<file path="config.mk">
export PLATFORM = sky130hd
export DESIGN_NAME = fifo_rd_stream_flat
export DESIGN_NICKNAME = d
export VERILOG_FILES = /design/src/rtl/fifo_rd_stream_pkg.sv /design/src/rtl/fifo_rd_stream_if.sv /design/src/rtl/fifo_rd_skid.sv /design/src/rtl/fifo_rd_stream.sv /design/src/flat_wrapper.sv
export SDC_FILE = /design/constraint.sdc
export NUM_CORES = 1
export LEC_CHECK = 0
export CAP_MARGIN = 15
export CORE_MARGIN = 2
export CORE_UTILIZATION = 50
export CTS_BUF_LIST = sky130_fd_sc_hd__clkbuf_8
export DETAILED_ROUTE_END_ITERATION = 8
export GPL_TIMING_DRIVEN = 0
export PLACE_DENSITY = 0.77
export SETUP_SLACK_MARGIN = 0.02
export SYNTH_ARGS = -nofsm -noshare
export SYNTH_HDL_FRONTEND = slang
export SYNTH_SLANG_ARGS = --single-unit
export TNS_END_PERCENT = 10
</file>
<file path="constraint.sdc">
create_clock -name clk -period 3.6 [get_ports clk]
set_clock_uncertainty 0.2 [all_clocks]
set_input_delay 0.72 -clock clk [delete_from_list [all_inputs] [get_ports clk]]
set_output_delay 0.72 -clock clk [all_outputs]
set_load 0.02 [all_outputs]
</file>
<file path="src/rtl/fifo_rd_stream_pkg.sv">
// Shared types and constants for the FIFO read-side stream stage.
package fifo_stream_pkg;

  localparam int DATA_WIDTH = 16;
  localparam int WORD_CNT_W = 16;

  typedef logic [1:0] occ_t;

  // True when one more pop can be issued without overrunning the 2-entry
  // buffer, counting words already buffered, in flight, and leaving now.
  function automatic logic has_credit(occ_t occ, logic inflight, logic pop);
    logic [2:0] fill;
    fill = {1'b0, occ} + {2'b0, inflight} - {2'b0, pop};
    return (fill < 3'd2);
  endfunction

endpackage

</file>
<file path="src/rtl/fifo_rd_stream_if.sv">
// Valid/ready output stream of the FIFO drain stage.
interface fifo_rd_stream_if #(
  parameter int DATA_WIDTH = fifo_stream_pkg::DATA_WIDTH
) ();

  logic                  m_valid;
  logic                  m_ready;
  logic [DATA_WIDTH-1:0] m_data;
  logic                  m_last;

  modport master (output m_valid, output m_data, output m_last, input m_ready);
  modport slave  (input m_valid, input m_data, input m_last, output m_ready);

endinterface

</file>
<file path="src/rtl/fifo_rd_skid.sv">
// Two-entry skid buffer: ring of two words with 1-bit head/tail pointers.
// The caller guarantees no write when full and no read when empty.
module fifo_rd_skid
  import fifo_stream_pkg::*;
#(
  parameter int DW = DATA_WIDTH
) (
  input  logic          clk,
  input  logic          rst_n,
  input  logic          wr,
  input  logic [DW-1:0] wr_data,
  input  logic          rd,
  output logic [DW-1:0] rd_data,
  output occ_t          occ
);

  logic [DW-1:0] mem [2];
  logic          head;
  logic          tail;

  // Storage, pointers and occupancy; simultaneous wr and rd leave occ unchanged.
  always_ff @(posedge clk or negedge rst_n) begin
    if (!rst_n) begin
      mem[0] <= '0;
      mem[1] <= '0;
      head   <= 1'b0;
      tail   <= 1'b0;
      occ    <= '0;
    end else begin
      if (wr) begin
        mem[tail] <= wr_data;
        tail      <= ~tail;
      end
      if (rd) head <= ~head;
      occ <= occ_t'({1'b0, occ} + {2'b0, wr} - {2'b0, rd});
    end
  end

  // Head entry is always presented; its validity is occ != 0.
  always_comb rd_data = mem[head];

endmodule

</file>
<file path="src/rtl/fifo_rd_stream.sv">
// FIFO read-side drain: pops a 1-cycle-latency FIFO and re-presents the
// words as a full-throughput valid/ready stream with packet framing,
// a delivered-word counter and a sticky underflow flag.
module fifo_rd_stream
  import fifo_stream_pkg::*;
#(
  parameter int DATA_WIDTH = fifo_stream_pkg::DATA_WIDTH,
  parameter int PKT_LEN    = 4
) (
  input  logic                  clk,
  input  logic                  rst_n,
  input  logic                  fifo_empty,
  input  logic                  fifo_underflow,
  input  logic [DATA_WIDTH-1:0] fifo_dout,
  output logic                  fifo_rd_en,
  fifo_rd_stream_if.master      m,
  output logic [WORD_CNT_W-1:0] word_cnt,
  output logic                  proto_err
);

  localparam int BEAT_W = (PKT_LEN > 1) ? $clog2(PKT_LEN) : 1;
  localparam logic [BEAT_W-1:0] BEAT_LAST = BEAT_W'(PKT_LEN - 1);

  logic              pop;
  logic              inflight;
  logic [BEAT_W-1:0] beat;
  occ_t              occ;
  logic              valid;

  fifo_rd_skid #(.DW(DATA_WIDTH)) u_skid (
    .clk     (clk),
    .rst_n   (rst_n),
    .wr      (inflight),
    .wr_data (fifo_dout),
    .rd      (pop),
    .rd_data (m.m_data),
    .occ     (occ)
  );

  // Stream outputs come straight from registered state, never from m_ready.
  always_comb begin
    valid     = (occ != 2'd0);
    m.m_valid = valid;
    m.m_last  = valid & (beat == BEAT_LAST);
    pop       = valid & m.m_ready;
  end

  // Pop only when the buffer has room for everything already committed;
  // rst_n gates the pop so nothing leaves the FIFO while in reset.
  always_comb fifo_rd_en = rst_n & ~fifo_empty & has_credit(occ, inflight, pop);

  // A pop issued this cycle lands in the buffer next cycle.
  always_ff @(posedge clk or negedge rst_n) begin
    if (!rst_n) inflight <= 1'b0;
    else        inflight <= fifo_rd_en;
  end

  // Position within the current packet, advanced per delivered word.
  always_ff @(posedge clk or negedge rst_n) begin
    if (!rst_n)   beat <= '0;
    else if (pop) beat <= (beat == BEAT_LAST) ? '0 : beat + 1'b1;
  end

  // Delivered-word counter, free-running modulo 2^WORD_CNT_W.
  always_ff @(posedge clk or negedge rst_n) begin
    if (!rst_n)   word_cnt <= '0;
    else if (pop) word_cnt <= word_cnt + 1'b1;
  end

  // Sticky record that the FIFO ever reported an underflow.
  always_ff @(posedge clk or negedge rst_n) begin
    if (!rst_n)              proto_err <= 1'b0;
    else if (fifo_underflow) proto_err <= 1'b1;
  end

endmodule

</file>
<file path="src/flat_wrapper.sv">
// flat-port wrapper written by rule: the top's interface ports become plain ports
module fifo_rd_stream_flat import fifo_stream_pkg::*;
#(
  parameter int DATA_WIDTH = fifo_stream_pkg::DATA_WIDTH,
  parameter int PKT_LEN    = 4
)
  (clk, rst_n, fifo_empty, fifo_underflow, fifo_dout, fifo_rd_en, word_cnt, proto_err, m_m_valid, m_m_data, m_m_last, m_m_ready);
  fifo_rd_stream_if #(.DATA_WIDTH(DATA_WIDTH)) m_i ();
  input  logic clk;
  input  logic rst_n;
  input  logic fifo_empty;
  input  logic fifo_underflow;
  input  logic [DATA_WIDTH-1:0] fifo_dout;
  output logic fifo_rd_en;
  output logic [WORD_CNT_W-1:0] word_cnt;
  output logic proto_err;
  output wire logic [$bits(m_i.m_valid)-1:0] m_m_valid;
  output wire logic [$bits(m_i.m_data)-1:0] m_m_data;
  output wire logic [$bits(m_i.m_last)-1:0] m_m_last;
  input wire logic [$bits(m_i.m_ready)-1:0] m_m_ready;
  assign m_m_valid = m_i.m_valid;
  assign m_m_data = m_i.m_data;
  assign m_m_last = m_i.m_last;
  assign m_i.m_ready = m_m_ready;
  fifo_rd_stream #(.DATA_WIDTH(DATA_WIDTH), .PKT_LEN(PKT_LEN)) u_core (.clk(clk), .rst_n(rst_n), .fifo_empty(fifo_empty), .fifo_underflow(fifo_underflow), .fifo_dout(fifo_dout), .fifo_rd_en(fifo_rd_en), .m(m_i), .word_cnt(word_cnt), .proto_err(proto_err));
endmodule
</file>
==> results.md <==
- FF-to-FF Start: u_core.u_skid.occ[1]
- RePlAce Congestion: 0.786
- PwrDens: 870 mW/mm2
- Largest net degree at the start of global routing: 44
- Share of cells above drive strength 1: 0.321
- Peak VDD IR: 0.474 mV
- Sequential share of power: 0.378
- Initial Util: 0.518
- Maxcap violations: 0
- Die Y: 74.0 um
- Core area: 0.00472 mm2
- Yosys warns: 0
- Worst setup SP type: input pin
- Synth top area share: 0.572
- Final #Nets: 262
- TritonCTS buffer count: 5
- Unrepaired setup endpoints after global routing: no
- DRC: 0
- N_diodes: 0
- Hold Slack: 0.113 ns
- F_max: 287 MHz
- Synthesized instance count: 170
- Final Util: 0.688
- Int Power: 1860 uW
- Gate power share: 0.472
- Most frequent cell after synthesis: dfrtp_1
- Clk slew on worst S/H paths: 0.09 ns
- Reg2reg path depth: 8
- DRT met1 WL: between 2000 and 2500 um
- R2r setup slk: 1.25 ns
- Synth Flop Type: dfrtp_1
- Slew @ Worst Pin: 0.501 ns
- Initial antenna violation count: 0
- Finished Layout Cells: 304
- CTS tree: built
- Reg2reg end: u_core.inflight
- Total number of vias: ~1500
- Top cells by instance count after synthesis: dfrtp_1, mux2_2, xnor2_1
- WL final: 4450 um
- H-Tree Depth: 2
- NetSw: 964 uW
- Vias in the first global route: 1598
- Mean Syn Cell Area: around 14 um2
- Hold Crit Class: input pin to asynchronous set/reset pin
- Buffer depth of the longest clock path: 2
- CTS Hold Bufs: 0
- Root buffer cell: clkbuf_8
- Detail Route Antenna Nets: 0
- TNS Setup: 0 ns
- Metal2 WL: 2170 um
- First-pass GRT wire length: 7420 um
- Synth cell types: 27
- Dpl cells: 294
- Top sig layer: met4
- Vias per inst: 4.96
- Maximum fanout along the worst path: 2
- Fin. max-slew vios: 0
- Critical path required time: 2.68 ns
- Largest area contributor in the netlist: dfrtp_1
- Seq cells post-synth: 56
- Detailed Route Iter0 Violations: 46
- Sw Share: 0.341
- Seq/Total Area, Yosys: 0.572
- Die ar.: 0.00547 mm2
- Critical path capture point type: output pin
- Leak: 0.00138 uW
- Async SR Flop Fraction: 1.00
- Clk Latency, worst-skew pair: 0.30 ns
- Run status: completed
- Post-DP HPWL: 3290 um
- Mapped Nets: approximately 200
- Clock Power Share: 0.150
- Gr usage total: 0.178
- Total grt overflow: 0
- Synth-to-layout area growth: 32.7%
- Chip Width: 74.0 um
- Clock sinks: 56
- Final setup viols: 0
- Critical path arrival: 2.56 ns
- Row cnt: 25
- Cell Area, Synth: 0.00245 mm2
- Wire per inst: 14.6 um
- TritonRoute pass-1 iters: 4
- Number of synthesized flops with an enable pin: 0
- PortBufs: 56
- Final worst-path cycle share: 0.967
- Metal3 WL: 178 um
- Slew headroom: 0.665
- Crit Path Category: input pin to output pin
- Min Tclk post-route: 3.48 ns
- Top Ports: 57
- Synth area leaders: dfrtp_1, mux2_2, xnor2_1, ha_1, xor2_1
- Hold Vio Cnt, Final: 0
per-layer routing:
layer | vias up | global-route usage
li1 | 717 | -
met1 | 745 | 0.234
met2 | 38 | 0.289
met3 | 8 | 0.0379
met4 | 0 | 0.0747
met5 | - | 0
critical path: stages:
cell           delay [ns]
dlygate4sd2_1        0.27
o21ai_4              0.07
inv_1                0.05
ha_1                 0.26
inv_1                0.06
ha_1                 0.16
fa_2                 0.46
nor4b_2              0.31
buf_4                0.20
cell usage in the layout (no fill, tap or decap), drive strengths merged:
master,n
or2,2
and4,1
dfrtp,56
xnor2,14
nand4,3
nor4,1
clkdlybuf4s50,53
nand3,3
fa,1
o211ai,1
o21ai,1
ha,4
dlygate4sd2,1
and2,1
xor2,4
nor2,4
nand2,9
nor4b,1
mux2,50
buf,8
bufinv,1
and3,1
nor3,3
inv,5
clkbuf,7
clkinv,1
a21o,1
layout make-up:
class                   count  area (um2)
clock buffers               6        82.6
inverters                   5        18.8
clock inverters             2        38.8
plain buffers               4        21.3
multi-input cells         105        1020
flip-flops and latches     56        1400
fillers                   335        1470
repair buffers             59         587
well taps                  67        83.8
how the worst max path moves through the flow:
stage / cells past startpoint / end / start
after global routing: 10 / fifo_rd_en / m_m_ready
after floorplan: 8 / fifo_rd_en / m_m_ready
final: 9 / fifo_rd_en / m_m_ready
after detailed placement: 10 / fifo_rd_en / m_m_ready
after global placement: 3 / fifo_rd_en / rst_n
after CTS: 10 / fifo_rd_en / m_m_ready
cell families after synthesis:
| group | Yosys count | synth area share |
|---|---|---|
| DFF | 56 | 0.572 |
| muxes | 50 | 0.230 |
| and+or+nand+nor | 29 | 0.0751 |
| xor gates and xnor gates | 18 | 0.0644 |
| buffers and inverters | 9 | 0.0164 |
| adders and majority gates | 5 | 0.0286 |
| AOI/OAI and AO/OA | 3 | 0.0133 |
state kept, by name (all words and copies together) (netlist names):
signal / count
u_core.u_skid.head: 1
u_core.word_cnt: 16
u_core.u_skid.occ: 2
u_core.u_skid.tail: 1
u_core.beat: 2
u_core.proto_err: 1
u_core.inflight: 1
u_core.u_skid.mem: 32
stage by stage:
stage / worst slack, ns / total power, uW / cell area (um2)
final: 0.120 / 2830 / 3250
after global routing: 0.0563 / 3000 / 3250
after CTS: 0.0373 / 2850 / 3240
after detailed placement: -0.724 / 2410 / 3110
after global placement: -1.38 / 2350 / 3100
after floorplan: 0.291 / 1900 / 2450
power by group through the flow:
stage	clock network (uW)	registers [uW]	logic [uW]
final	424	1070	1340
after global routing	466	1100	1440
after CTS	435	1070	1340
after detailed placement	0	1080	1330
after global placement	0	1050	1300
after floorplan	0	1080	821
timing repair:
action / 4_1_cts / 5_1_grt
gates resized for setup: 7 / 1
endpoints found under the setup margin: 1 / 1
buffers inserted: 1 / 1
pin swaps: 1 / 1
Power figures use the tool's default switching activity.
